==> src/rtl/keypad_matrix_scanner.sv <==
// 4x4 active-low matrix keypad scanner that reports each new press as a strobe, a key code and an LED vector.
// Build option: define KEYPAD_LED_TOGGLE_EN so each press toggles its own LED instead of loading a one-hot.
module keypad_matrix_scanner #(
  parameter int CNT_THRESHOLD = 500000,
  parameter int CNT_WIDTH     = 24
) (
  input  logic        clk,
  input  logic        reset,
  input  logic [3:0]  row,
  output logic [3:0]  col,
  output logic        keyboard_en,
  output logic [3:0]  keyboard_num,
  output logic [15:0] keyboard_led
);

  typedef enum logic [1:0] {COL0, COL1, COL2, COL3} col_state_e;

  col_state_e           state, state_next;
  logic [CNT_WIDTH-1:0] cnt;
  logic                 cnt_end;
  logic [15:0]          key_state;
  logic [3:0]           key_base;
  logic [3:0]           press;
  logic [1:0]           press_row;
  logic [15:0]          led_next;

  function automatic logic [3:0] key_code(input logic [3:0] k);
    case (k)
      4'd0:  key_code = 4'hD;
      4'd1:  key_code = 4'hC;
      4'd2:  key_code = 4'hB;
      4'd3:  key_code = 4'hA;
      4'd4:  key_code = 4'hF;
      4'd5:  key_code = 4'h9;
      4'd6:  key_code = 4'h6;
      4'd7:  key_code = 4'h3;
      4'd8:  key_code = 4'h0;
      4'd9:  key_code = 4'h8;
      4'd10: key_code = 4'h5;
      4'd11: key_code = 4'h2;
      4'd12: key_code = 4'hE;
      4'd13: key_code = 4'h7;
      4'd14: key_code = 4'h4;
      4'd15: key_code = 4'h1;
    endcase
  endfunction

  assign cnt_end = (cnt == CNT_WIDTH'(CNT_THRESHOLD - 1));

  // NOTE: sequential state uses non-blocking assignments so every register samples pre-edge values.
  always_ff @(posedge clk or posedge reset) begin
    if (reset)        cnt <= '0;
    else if (cnt_end) cnt <= '0;
    else              cnt <= cnt + CNT_WIDTH'(1);
  end

  always_ff @(posedge clk or posedge reset) begin
    if (reset) state <= COL0;
    else       state <= state_next;
  end

  // NOTE: every always_comb output gets a default first, so no path can infer a latch.
  always_comb begin
    state_next = state;
    if (cnt_end) begin
      case (state)
        COL0: state_next = COL1;
        COL1: state_next = COL2;
        COL2: state_next = COL3;
        COL3: state_next = COL0;
      endcase
    end
  end

  always_comb begin
    col = 4'b1110;
    case (state)
      COL0: col = 4'b1110;
      COL1: col = 4'b1101;
      COL2: col = 4'b1011;
      COL3: col = 4'b0111;
    endcase
  end

  // A key counts as a new press only if it was released at the previous sample of its column.
  assign key_base = {state, 2'b00};
  assign press    = ~row & ~key_state[key_base +: 4] & {4{cnt_end}};

  always_comb begin
    press_row = 2'd0;
    for (int r = 3; r >= 0; r--) begin
      if (press[r]) press_row = 2'(r);
    end
  end

`ifdef KEYPAD_LED_TOGGLE_EN
  assign led_next = keyboard_led ^ (16'(press) << key_base);
`else
  assign led_next = 16'h0001 << {state, press_row};
`endif

  always_ff @(posedge clk or posedge reset) begin
    if (reset) begin
      key_state    <= 16'h0000;
      keyboard_en  <= 1'b0;
      keyboard_num <= 4'h0;
      keyboard_led <= 16'h0000;
    end else begin
      keyboard_en <= |press;
      if (|press) begin
        keyboard_num <= key_code({state, press_row});
        keyboard_led <= led_next;
      end
      if (cnt_end) key_state[key_base +: 4] <= ~row;
    end
  end

endmodule

==> config.mk <==
export PLATFORM = sky130hd
export DESIGN_NAME = keypad_matrix_scanner
export DESIGN_NICKNAME = d
export VERILOG_FILES = /design/src/rtl/keypad_matrix_scanner.sv
export SDC_FILE = /design/constraint.sdc
export NUM_CORES = 1
export LEC_CHECK = 0
export CAP_MARGIN = 20
export CORE_ASPECT_RATIO = 1.4
export CORE_MARGIN = 10
export CORE_UTILIZATION = 45
export DETAILED_ROUTE_END_ITERATION = 6
export DONT_BUFFER_PORTS = 1
export PLACE_DENSITY = 0.64
export SLEW_MARGIN = 20
export SYNTH_ARGS = -nofsm -noshare
export SYNTH_HDL_FRONTEND = slang
export SYNTH_SLANG_ARGS = --single-unit
==> constraint.sdc <==
create_clock -name clk -period 4 [get_ports clk]
set_input_delay 0.8 -clock clk [delete_from_list [all_inputs] [get_ports clk]]
set_output_delay 0.8 -clock clk [all_outputs]
set_load 0.01 [all_outputs]
# == Word-level counts from Yosys, hierarchy flattened ==
# Memories as Yosys holds them, arrays and structs flattened. A register that Yosys moved wholly into a read port is not among the register bits.
# Index checks and enable logic that the tools add are counted.
# totals
ff_bits,59
rom_bits,64
input_bits,6
word_cells,30
memories,1
# op_classes
add_sub_neg,2
eq_ne,4
shifts,4
mux,8
bitwise_logic,4
reduce_logical,2
# memory_table
memory,depth,width,read_ports,rd_ports_with_merged_regs,write_ports,line_no,source
(name not given),16,4,1,1,0,28,case (k)
# op_table
cell,n
$add A24 B1 Y24 const B,1
$eq A24 B19 Y1 const B,1
$mux W24,1
$bwmux W16,1
$pmux W4 S4,1
$shift A4 B6 Y16 const A,1
$shiftx A16 B5 Y4,1
$shiftx A4 B6 Y16,1
$shl A1 B4 Y16 const A,1
$and A4 B4 Y4,2
$mux W2,4
$not A4 Y4,2
$pmux W2 S4,1
$neg A4 Y6,1
$eq A2 B2 Y1 const B,2
$reduce_or A4 Y1,1
$eq A2 B1 Y1 const B,1
$logic_not A2 Y1,1

# == Longest topological paths before layout ==
# depth
word_depth,9
depth_mapped,8

# == Least setup slack after synthesis ==
# No wires, ideal clock.
# synth_path
path_kind,reg-to-reg
start,register state[0]
end,register keyboard_led[2]
setup_ns,0.121
arrival_ns,2.149
setup_slack_ns,1.731
stages_incl_launch_ff,8
n_path_buf,2
path_cell_list,dfrtp_1 > clkbuf_1 > mux4_2 > or2_2 > nand2_1 > o21ai_2 > buf_2 > a22o_1
# synth_between
elab_chain_cells,9
# synth_rtl
element,line_no,source
start: declaration,18,"col_state_e state, state_next;"
start signal: assignment,59,else state <= state_next;
$shiftx A16 B5 Y4,87,assign press = ~row & ~key_state[key_base +: 4] & {4{cnt_end}};
$not A4 Y4,87,
$and A4 B4 Y4 (2 in a row),87,
$mux W2 (4 in a row),92,if (press[r]) press_row = 2'(r);
$shl A1 B4 Y16,99,"assign led_next = 16'h0001 << {state, press_row};"
end signal: assignment,112,keyboard_led <= led_next;
end: declaration,13,output logic [15:0] keyboard_led
# Several ways; a longest one is shown, not always the timed one.
# A chain may end at the register's enable or synchronous reset.

# == Worst setup path after layout ==
# layout_path
start,register state[1]
end,output port col[0]
# layout_between
elab_chain_cells,2
# layout_rtl
element,line_no,source
$eq A2 B2 Y1 (tied with other cells),77,case (state)
$pmux W4 S4 *,77,
end: declaration,10,"output logic [3:0] col,"
# Every way passes the cells marked *; elsewhere a longest branch is shown, timed or not.

==> results.md <==
- Detailed-route wire length: 6.567 mm
- Synthesized area: 3107 um^2
- Finish-stage setup viols: 0
- Post-layout net count: slightly above 300
- Post-CTS setup-driven buffer insertion count: 0
- Insertion delay to the later sink of the worst-skew pair: 0.35 ns
- Critical-path maximum fanout: 20
- Floorplan die height: 118.3 um
- Clock-pin slew on the worst setup and hold paths: 0.07 ns
- Highest clock rate: 346.1 MHz
- Post-DRT Antenna Nets: 0
- Remaining global-route overflow: 0
- Worst min path class: reg -> reg
- Global-route wire length before repair: 11.05 mm
- Number of antenna diodes: 0
- Worst clock skew: 0.009641 ns
- Largest net degree at the start of global routing: 43
- Horizontal die dimension: 90.23 um
- Worst Path Required: 3.20 ns
- Sequential Area: 1577 um^2
- Leak pwr: approximately 1.5 nW
- Max-cap violations: 0
- Clock tree buffer depth: 2
- Effective utilization at floorplan: 0.4667
- Number of buffers added on ports: 0
- Std cell rows: 35
- Vias in the first global route: 2,179
- Post-Route Hold Slack: 0.4783 ns
- Cells resized by post-CTS repair: 0
- Post-route setup TNS: 0 ns
- Antenna violations before repair: 0
- Number of flops mapped to enable cells by yosys: 0
- Pins Over Slew Limit: 0
- TritonRoute pass-1 iters: 4
- Status: completed
- Async set-reset flop share out of synthesis: 1.000
- Post-synthesis to final-layout area growth: 8.820%
- Core Region: 6656 um^2
- Top Ports: 31
- Library cell with the largest summed area after synthesis: sky130_fd_sc_hd__dfrtp_1
- Detail-routed net length per standard cell: 17.01 um
- Layout cell share with drive strength beyond 1: 0.1769
- Detailed route wirelength on metal2: 3.349 mm
- Total clock buffers created by CTS: 9
- Yosys warning count: 0
- Post-synthesis sequential element count: 63
- Total vias in the final route: 2,132
- Clock sink total: 63
- Setup repair after global routing missed its margin: no
- Synthesized net count: 296
- Detail-routed via count per cell: 5.523
- Sequential element share of the synthesized area: 0.5075
- Clock Tree Root: sky130_fd_sc_hd__clkbuf_8
- Crit path capture type: output pin
- Synth Instances: approximately 280
- Area of the die: 10,670 um^2
- Highest routed metal layer: met4
- Worst Setup Path Type: reg -> out
- Kind of start point of the critical path: flip-flop
- Power per standard cell area: 368.9 nW/um^2
- Tot GR Track Use: 0.1273
- Endpoint arrival time on the critical path: 2.09 ns
- Number of failing hold endpoints at the final stage: 0
- Largest vdd supply drop: 0.1729 mV
- Hold Buf Count CTS: 0
- Worst reg-to-reg setup slack: 1.29 ns
- Max H-tree Level: 3
- Final weighted congestion in routability-driven placement: between 0.8 and 0.9
- Area used by multi-input combinational logic: 1416 um^2
- DRC violation total after the first TritonRoute iteration: slightly below 90
- Placed wire-length estimate after detailed placement: 4.811 mm
- Number of DRC violations after detailed routing: 0
- Final min period: 2.890 ns
- Count of different cell masters after synthesis: 47
- Slew headroom: 0.4280
- Biggest area contributors in the synthesized netlist: sky130_fd_sc_hd__dfrtp_1 (51%), sky130_fd_sc_hd__mux2_2 (5.8%), sky130_fd_sc_hd__nor2_1 (4.8%)
- Clock tree from TritonCTS: yes
- Sum of routed wire segments on met1: 2.726 mm
- Metal3 WL: approximately 320 um
- Worst Max-Slew Pin Slew: 0.8567 ns
- Final critical-path share of the clock period: 0.7224
- Primary FF master, synth: sky130_fd_sc_hd__dfrtp_1
- Top-area cell type share of the netlist area: 0.5075
- Fill count: 641
- Mean instance size in the synthesized netlist: 10.98 um^2
## logic make-up (layout without fill, tap and decap cells)
group / count (synthesis) / in the layout / share of synthesized area
flip-flops: 63 / 63 / 0.5075
AO/OA/AOI/OAI: 35 / 35 / 0.09586
multiplexers: 23 / 23 / 0.08457
XOR/XNOR: 22 / 22 / 0.06202
adder cells (fa/ha/maj): 7 / 7 / 0.02819
AND/OR/NAND/NOR: 112 / 112 / 0.1853
buffers and inverters: 21 / 32 / 0.03665
## where the power goes
part	leakage [nW]	total, mW	internal (mW)	switching [mW]
clock	0.0992	0.552	0.288	0.263
sequential	0.818	0.653	0.646	0.00660
combinational	0.606	0.0431	0.0159	0.0272
total	1.52	1.25	0.950	0.297
## worst paths after layout
kind | to | cells after the start | from
setup / recovery | col[0] | 3 | state[1]
hold / removal | cnt[23] | 1 | cnt[23]
setup reg to reg | keyboard_num[0] | 5 | state[1]
hold reg to reg | cnt[23] | 1 | cnt[23]
max in group asynchronous | keyboard_num[1] | 2 | reset
min in group asynchronous | keyboard_num[0] | 1 | reset
## stage by stage
step | cell area (um^2) | power [mW] | util | std cells | worst slack, ns
4_1_cts | 3381 | 1.263 | 0.5079 | 386 | 1.094
3_3_place_gp | 3183 | 0.7080 | 0.4782 | 370 | 1.370
5_1_grt | 3381 | 1.294 | 0.5079 | 386 | 0.9454
6_report | 3381 | 1.247 | 0.5079 | 386 | 1.110
3_5_place_dp | 3183 | 0.7093 | 0.4782 | 370 | 1.294
2_1_floorplan | 3107 | 0.6967 | - | 283 | 1.630
## area by class of cell
cell class / count / area share
flip-flops and latches: 63 / 0.4663
clock buffers: 9 / 0.03664
multi-input cells: 199 / 0.4189
well taps: 92 / 0.03405
repair buffers: 4 / 0.008882
inverters: 12 / 0.01332
clock inverters: 7 / 0.02184
## worst max-delay path, stage by stage (launching register included)
cell                      delay, ns
sky130_fd_sc_hd__dfrtp_1       0.83
sky130_fd_sc_hd__inv_1         0.38
sky130_fd_sc_hd__ha_1          0.34
sky130_fd_sc_hd__inv_1         0.18
## registers in the layout, summed over array words and instances (netlist names)
register,cells
cnt,24
key_state,16
keyboard_en,1
keyboard_led,16
keyboard_num,4
state,2
## synthesized netlist by cell type (2+ instances only)
cell                        instances
sky130_fd_sc_hd__a22o_1            12
sky130_fd_sc_hd__a22oi_1            3
sky130_fd_sc_hd__a32o_1             2
sky130_fd_sc_hd__and3_1             4
sky130_fd_sc_hd__and4_1             2
sky130_fd_sc_hd__and4_2             2
sky130_fd_sc_hd__buf_2              2
sky130_fd_sc_hd__buf_6              3
sky130_fd_sc_hd__clkbuf_1           3
sky130_fd_sc_hd__dfrtp_1           63
sky130_fd_sc_hd__ha_1               7
sky130_fd_sc_hd__inv_1             12
sky130_fd_sc_hd__mux2_2            16
sky130_fd_sc_hd__mux2i_1            6
sky130_fd_sc_hd__nand2_1           22
sky130_fd_sc_hd__nand3_1           12
sky130_fd_sc_hd__nand4_1            6
sky130_fd_sc_hd__nor2_1            40
sky130_fd_sc_hd__nor2b_1            2
sky130_fd_sc_hd__nor3_1             6
sky130_fd_sc_hd__nor4_1             4
sky130_fd_sc_hd__o21ai_0            5
sky130_fd_sc_hd__o2bb2ai_1          2
sky130_fd_sc_hd__o2bb2ai_2          2
sky130_fd_sc_hd__or3_1              2
sky130_fd_sc_hd__or4_4              2
sky130_fd_sc_hd__xnor2_1            9
sky130_fd_sc_hd__xor2_1            13
## metal layers
layer  GRT usage  vias up
li1            -     1011
met1      0.1357     1057
met2      0.2224       49
met3     0.03990       15
met4     0.06088        0
met5           0        -
## cell usage in the layout, fill, tap and decap left out, types with 3 or more instances in the layout
cell                        n
sky130_fd_sc_hd__dfrtp_1   63
sky130_fd_sc_hd__nor2_1    40
sky130_fd_sc_hd__nand2_1   22
sky130_fd_sc_hd__mux2_2    16
sky130_fd_sc_hd__xor2_1    13
sky130_fd_sc_hd__nand3_1   12
sky130_fd_sc_hd__a22o_1    12
sky130_fd_sc_hd__inv_1     11
sky130_fd_sc_hd__xnor2_1    9
sky130_fd_sc_hd__clkbuf_8   9
sky130_fd_sc_hd__ha_1       7
sky130_fd_sc_hd__nand4_1    6
sky130_fd_sc_hd__nor3_1     6
sky130_fd_sc_hd__mux2i_1    6
sky130_fd_sc_hd__o21ai_0    5
sky130_fd_sc_hd__nor4_1     4
sky130_fd_sc_hd__and3_1     4
sky130_fd_sc_hd__buf_4      4
sky130_fd_sc_hd__a22oi_1    3
sky130_fd_sc_hd__clkinv_4   3
No activity file was read; power rests on OpenSTA's default activity.
